File: config.mk
export PLATFORM = sky130hd
export DESIGN_NAME = fft_twiddle_mul
export DESIGN_NICKNAME = d
export VERILOG_FILES = /design/src/rtl/fft_pkg.sv /design/src/rtl/fft_twiddle_rom.sv /design/src/rtl/fft_twiddle_mul.sv
export SDC_FILE = /design/constraint.sdc
export NUM_CORES = 2
export LEC_CHECK = 0
export CAP_MARGIN = 15
export CORE_AREA = 2 2 386 388
export DETAILED_ROUTE_END_ITERATION = 8
export DIE_AREA = 0 0 388 390
export SYNTH_ARGS = -nofsm -noshare
export SYNTH_HDL_FRONTEND = slang
export SYNTH_SLANG_ARGS = --single-unit
File: constraint.sdc
create_clock -name clk -period 13.4 [get_ports clk]
set_clock_uncertainty 0.1 [all_clocks]
set_input_delay 2.68 -clock clk [delete_from_list [all_inputs] [get_ports clk]]
set_output_delay 2.68 -clock clk [all_outputs]
set_load 0.02 [all_outputs]
File: src/rtl/fft_pkg.sv
// Shared FFT constants, Q.8 twiddle tables for N=16 and the output saturator.
// The butterfly stage imports this package as well.
package fft_pkg;

    localparam int FFT_DATA_W    = 16;
    localparam int FFT_TW_W      = 16;
    localparam int FFT_FRAC_BITS = 8;
    localparam int FFT_N_POINT   = 16;
    localparam int FFT_K_W       = 3;

    // Width of a product sum: one guard bit above the full product width.
    localparam int FFT_SUM_W     = FFT_DATA_W + FFT_TW_W + 1;

    // W_N^k = cos - j*sin, stored as cos and msin = -sin, 1.0 = 256.
    localparam logic signed [FFT_TW_W-1:0] TW_COS [FFT_N_POINT/2] = '{
        16'sd256,  16'sd237,  16'sd181,  16'sd98,
        16'sd0,   -16'sd98,  -16'sd181, -16'sd237
    };
    localparam logic signed [FFT_TW_W-1:0] TW_MSIN [FFT_N_POINT/2] = '{
        16'sd0,   -16'sd98,  -16'sd181, -16'sd237,
        -16'sd256, -16'sd237, -16'sd181, -16'sd98
    };

    localparam logic signed [FFT_SUM_W-1:0] SAT_MAX =
        {{(FFT_SUM_W-FFT_DATA_W+1){1'b0}}, {(FFT_DATA_W-1){1'b1}}};
    localparam logic signed [FFT_SUM_W-1:0] SAT_MIN =
        {{(FFT_SUM_W-FFT_DATA_W+1){1'b1}}, {(FFT_DATA_W-1){1'b0}}};

    // Clamp a wide signed value into the DATA_WIDTH output range.
    function automatic logic signed [FFT_DATA_W-1:0] saturate(
        input logic signed [FFT_SUM_W-1:0] x
    );
        logic signed [FFT_SUM_W-1:0] c;
        if (x > SAT_MAX)
            c = SAT_MAX;
        else if (x < SAT_MIN)
            c = SAT_MIN;
        else
            c = x;
        return c[FFT_DATA_W-1:0];
    endfunction

endpackage

File: src/rtl/fft_twiddle_rom.sv
// Combinational twiddle lookup: index k -> {cos, -sin} in Q.8.
module fft_twiddle_rom
    import fft_pkg::*;
(
    input  logic        [FFT_K_W-1:0]  k,
    output logic signed [FFT_TW_W-1:0] cos_w,
    output logic signed [FFT_TW_W-1:0] msin_w
);

    assign cos_w  = TW_COS[k];
    assign msin_w = TW_MSIN[k];

endmodule

File: src/rtl/fft_twiddle_mul.sv
// Three-stage pipelined complex multiply of a butterfly difference leg by W_N^k.
// A single global advance enable stalls every stage together, so a held output
// blocks the input side and nothing in flight is dropped or duplicated.
module fft_twiddle_mul
    import fft_pkg::*;
#(
    parameter int DATA_WIDTH = FFT_DATA_W,
    parameter int TW_WIDTH   = FFT_TW_W,
    parameter int FRAC_BITS  = FFT_FRAC_BITS,
    parameter int N_POINT    = FFT_N_POINT,
    parameter int K_WIDTH    = FFT_K_W
) (
    input  logic                         clk,
    input  logic                         rst,
    input  logic                         in_valid,
    output logic                         in_ready,
    input  logic signed [DATA_WIDTH-1:0] in_re,
    input  logic signed [DATA_WIDTH-1:0] in_im,
    input  logic        [K_WIDTH-1:0]    in_k,
    output logic                         out_valid,
    input  logic                         out_ready,
    output logic signed [DATA_WIDTH-1:0] out_re,
    output logic signed [DATA_WIDTH-1:0] out_im
);

    localparam int PROD_W = DATA_WIDTH + TW_WIDTH;
    localparam int SUM_W  = PROD_W + 1;

    localparam logic signed [SUM_W-1:0] RND_HALF =
        {{(SUM_W-1){1'b0}}, 1'b1} << (FRAC_BITS - 1);

    // Add one half LSB then drop the fraction: round half toward +inf.
    function automatic logic signed [SUM_W-1:0] round_shift(
        input logic signed [SUM_W-1:0] x
    );
        return (x + RND_HALF) >>> FRAC_BITS;
    endfunction

    logic                         adv;
    logic signed [TW_WIDTH-1:0]   rom_cos, rom_msin;

    logic                         vld_p1, vld_p2, vld_p3;
    logic signed [DATA_WIDTH-1:0] re_p1, im_p1;
    logic signed [TW_WIDTH-1:0]   cos_p1, msin_p1;
    logic signed [PROD_W-1:0]     rr_p2, ii_p2, ri_p2, ir_p2;
    logic signed [DATA_WIDTH-1:0] re_p3, im_p3;

    logic signed [PROD_W-1:0]     re_x, im_x, cos_x, msin_x;
    logic signed [SUM_W-1:0]      sum_re, sum_im;

    assign adv      = !vld_p3 || out_ready;
    assign in_ready = adv;

    fft_twiddle_rom u_rom (
        .k      (in_k),
        .cos_w  (rom_cos),
        .msin_w (rom_msin)
    );

    // ---- stage 1: capture sample and its twiddle ----
    // Register the input leg and looked-up twiddle; bubbles ride along as vld_p1=0.
    always_ff @(posedge clk or negedge rst) begin
        if (!rst) begin
            vld_p1  <= 1'b0;
            re_p1   <= '0;
            im_p1   <= '0;
            cos_p1  <= '0;
            msin_p1 <= '0;
        end else if (adv) begin
            vld_p1  <= in_valid;
            re_p1   <= in_re;
            im_p1   <= in_im;
            cos_p1  <= rom_cos;
            msin_p1 <= rom_msin;
        end
    end

    assign re_x   = PROD_W'(re_p1);
    assign im_x   = PROD_W'(im_p1);
    assign cos_x  = PROD_W'(cos_p1);
    assign msin_x = PROD_W'(msin_p1);

    // ---- stage 2: four partial products ----
    // Full-width signed products; no precision is lost before the sums.
    always_ff @(posedge clk or negedge rst) begin
        if (!rst) begin
            vld_p2 <= 1'b0;
            rr_p2  <= '0;
            ii_p2  <= '0;
            ri_p2  <= '0;
            ir_p2  <= '0;
        end else if (adv) begin
            vld_p2 <= vld_p1;
            rr_p2  <= re_x * cos_x;
            ii_p2  <= im_x * msin_x;
            ri_p2  <= re_x * msin_x;
            ir_p2  <= im_x * cos_x;
        end
    end

    assign sum_re = SUM_W'(rr_p2) - SUM_W'(ii_p2);
    assign sum_im = SUM_W'(ri_p2) + SUM_W'(ir_p2);

    // ---- stage 3: combine, round, saturate into the output register ----
    // Output register doubles as the hold buffer while downstream is not ready.
    always_ff @(posedge clk or negedge rst) begin
        if (!rst) begin
            vld_p3 <= 1'b0;
            re_p3  <= '0;
            im_p3  <= '0;
        end else if (adv) begin
            vld_p3 <= vld_p2;
            re_p3  <= saturate(round_shift(sum_re));
            im_p3  <= saturate(round_shift(sum_im));
        end
    end

    assign out_valid = vld_p3;
    assign out_re    = re_p3;
    assign out_im    = im_p3;

endmodule

==> qor.yml <==
detailed_routing:
  final_antenna_net_count: 0
  drt-vias-per-instance: 4.679
  drt-pass1-iter-count: 7
  wl_mm: 125.4
  drc: 0
  drt_iter0_markers: 1598
  via_count: 32480
  wl_per_cell_um: 18.07
logic_synthesis:
  yosysUniqueCellTypes: 80
  async_flop_share_pct: 100.0
  synth_cells: 5005
  synth_warnings: 0
  yosys_register_bits: 210
  syn-cell-area_mm2: 0.04671
  ys.flop_type: "dfrtp_1"
  synth_seq_area_share_pct: 11.25
  synthesis.nets: 6495
  synth_edf_count: 0
  synth_area_per_cell_um2: 9.332
sta:
  timing.final.crit_period_ns: 7.737
  setup_viol: 0
  rsz0062_at_grt: "false"
  slew_headroom_pct: 32.13
  tightest_slew_ns: 1.018
  setup_tns_ns: 0
  hold_viol_final: 0
  max_freq_mhz: 129.3
  drv_slew: 0
  fin_crit_sh_pct: 57.74
global_routing:
  grtUsageTotal_pct: 16.86
  grt_pass1_vias: 34820
  antenna_found_initial: 1
  grt_use_met3_pct: 1.719
  grt_most_used_layer: "met2"
  grt.met2_usage_pct: 28.76
  grt_overflow: 0
  grt_use_met1_pct: 22.15
  grt_max_degree: 116
  grt_pass1_wl_mm: 199.8
floorplan:
  num_rows: 141
  ioPinCount: 73
  initial_core_util_pct: 31.74
  dieArea_mm2: 0.1513
  die_w_um: 388
  die_h_um: 390
  core_area_mm2: 0.1471
finish:
  drive_gt1_share_pct: 2.695
  layout.nets: 6477
  num_antenna_cells: 0
  area_growth_pct: 8.312
clock_tree:
  clk_latency_ns: 0.63
  clk_pin_slew_ns: 0.06
  cts_root_buffer: "clkbuf_16"
  cts_buffer_depth: 3
  tritoncts: "built"
  cts_sinks: 210
  hold_buffers: 0
  cts_buffers: 29
  postCtsSetupRepairBufs: 0
  htreeDepth: 1
  cts_resized: 0
outcome:
  status: "finished clean"
setup_path:
  crit_required_ns: 13.76
  startpoint_type: "flip-flop"
  worst-r2r-cell-count: 24
  startpoint: "msin_p1[14]$_DFFE_PN0P_"
  r2r_start: "msin_p1[14]$_DFFE_PN0P_"
  critPathMaxFanout: 62
  crit_type: "flip-flop to flip-flop"
  arrival_ns: 8.10
  crit_path_end_kind: "flip-flop"
placed_design:
  place_hpwl_mm: 103.9
  port_buffers: 72
  gp_congestion: 0.9122
min_path:
  worstHoldStart: "vld_p1$_DFFE_PN0P_"
  whs_path_depth: 2
  hold_path.class: "flip-flop to flip-flop"
run:
  cap_violations: 0
## final cells by class
| cell class | count | area, um^2 |
|---|---|---|
| sequential | 210 | 5258 |
| clock buffer | 39 | 833.3 |
| tap | 1930 | 2415 |
| timing repair buffer | 115 | 1061 |
| clock inverter | 15 | 181.4 |
| fill | 15150 | 96540 |
| multi-input combinational | 3476 | 36500 |
| inverter | 1155 | 4343 |
## cell usage in the layout (no fill, tap or decap), types with 5 or more instances in the layout
cell type	synthesis	final
xnor2_1	125	125
a21oi_1	185	185
o211ai_1	10	10
inv_1	1153	1153
o21ai_0	131	131
clkbuf_8	0	7
o31ai_1	10	10
o2111ai_1	7	7
xor2_1	79	79
and3_1	18	18
nand2b_1	42	42
clkbuf_16	0	29
a21o_1	73	73
a31oi_1	21	21
nand4_1	12	12
o22ai_1	30	30
nor3_1	25	25
or3_1	11	11
o21bai_1	30	30
clkdlybuf4s50_1	0	71
o21ai_1	9	9
dfrtp_1	210	208
nand3_1	40	40
and2_1	311	311
nor2_1	225	225
ha_1	525	525
mux2_2	5	5
fa_1	926	926
buf_4	2	42
a211oi_1	11	11
nand2_1	499	499
nor2b_1	18	17
mux2i_1	5	5
o21a_1	15	15
## through the flow
step | instance area, um^2 | hold WS [ns] | setup slack, ns | util, % | instances
after floorplan | 46710 | 0.3300 | 6.304 | - | 5005
after global placement | 49580 | 0.3498 | 5.924 | 33.69 | 6886
after CTS | 50590 | 0.3720 | 5.643 | 34.38 | 6940
final | 50590 | 0.3656 | 5.663 | 34.38 | 6940
after global routing | 50590 | 0.3995 | 5.128 | 34.38 | 6940
after detailed placement | 49580 | 0.3580 | 5.670 | 33.69 | 6886
## state kept, by name (all words and copies together), names as in the netlist, 6 cells and up
name,flops
ii_p2,32
msin_p1,6
ir_p2,32
cos_p1,9
im_p1,16
ri_p2,32
rr_p2,32
re_p1,16
out_re,16
out_im,16
## synth_stat cells, types with 3 or more instances
master / n / area share (%)
nand4_1: 12 / 0.16
nor3_1: 25 / 0.27
a211o_1: 4 / 0.075
o211ai_1: 10 / 0.16
fa_1: 926 / 40
o21ai_1: 9 / 0.096
inv_1: 1153 / 9.3
nor2_1: 225 / 1.8
buf_1: 11 / 0.088
or2_2: 4 / 0.054
xor2_1: 79 / 1.5
o21bai_1: 30 / 0.48
a311o_1: 3 / 0.064
o21a_1: 15 / 0.24
and3_1: 18 / 0.24
nand2_1: 499 / 4.0
and2_1: 311 / 4.2
xnor2_1: 125 / 2.3
a21oi_1: 185 / 2.0
clkbuf_1: 149 / 1.2
o22ai_1: 30 / 0.40
or3_1: 11 / 0.15
a21o_1: 73 / 1.2
a211oi_1: 11 / 0.18
o31ai_1: 10 / 0.16
a31o_2: 4 / 0.075
ha_1: 525 / 14
o21ai_0: 131 / 1.4
nand3_1: 40 / 0.43
dfrtp_1: 210 / 11
a21boi_0: 4 / 0.064
a31oi_1: 21 / 0.28
a41oi_1: 4 / 0.075
o2111ai_1: 7 / 0.13
maj3_1: 3 / 0.064
nor4_1: 4 / 0.054
nor2b_1: 18 / 0.24
a21oi_2: 3 / 0.056
nand2b_1: 42 / 0.56
mux2i_1: 5 / 0.11
mux2_2: 5 / 0.12
## logic make-up after synthesis
| family | share of synthesized area (%) |
|---|---|
| AOI/OAI and AO/OA | 7.940 |
| xor gates and xnor gates | 3.825 |
| adders and majority gates | 53.82 |
| buffers and inverters | 10.62 |
| DFF | 11.25 |
| muxes | 0.2277 |
| and+or+nand+nor | 12.32 |
## per-layer routing
layer	routed length, um	vias to the layer above
met1	54980	16560
met4	5244	2
met3	4606	127
met2	60590	552
li1	-	15240
met5	11	-
## worst paths after layout
kind                                     endpoint  slack, ns
max in group asynchronous  cos_p1[14]$_DFFE_PN0P_       9.08
setup / recovery            ii_p2[30]$_DFFE_PN0P_       5.66
min in group asynchronous   rr_p2[27]$_DFFE_PN0P_       2.06
setup reg to reg            ii_p2[30]$_DFFE_PN0P_       5.66
hold / removal                 vld_p1$_DFFE_PN0P_       0.37
hold reg to reg                vld_p1$_DFFE_PN0P_       0.37
## worst max-delay path: stages (launching register included)
cell and delay (ns):
dfrtp_2 0.34, buf_4 0.54, nand2_1 0.28, inv_1 0.29
fa_1 0.51, fa_1 0.53, inv_1 0.06, fa_1 0.54
inv_1 0.05, fa_1 0.38, fa_1 0.52, inv_1 0.05
fa_1 0.48, inv_1 0.04, ha_1 0.33, a21o_1 0.18
a211o_1 0.32, a2111oi_0 0.55, o21ai_0 0.20, a21oi_1 0.29
nor2_1 0.12, o41ai_1 0.47, o21ai_1 0.15, xnor2_1 0.16
o21ai_1 0.07
Power is not shown: default switching activity piles up to over one toggle a cycle in this logic, so the estimate is an artifact.
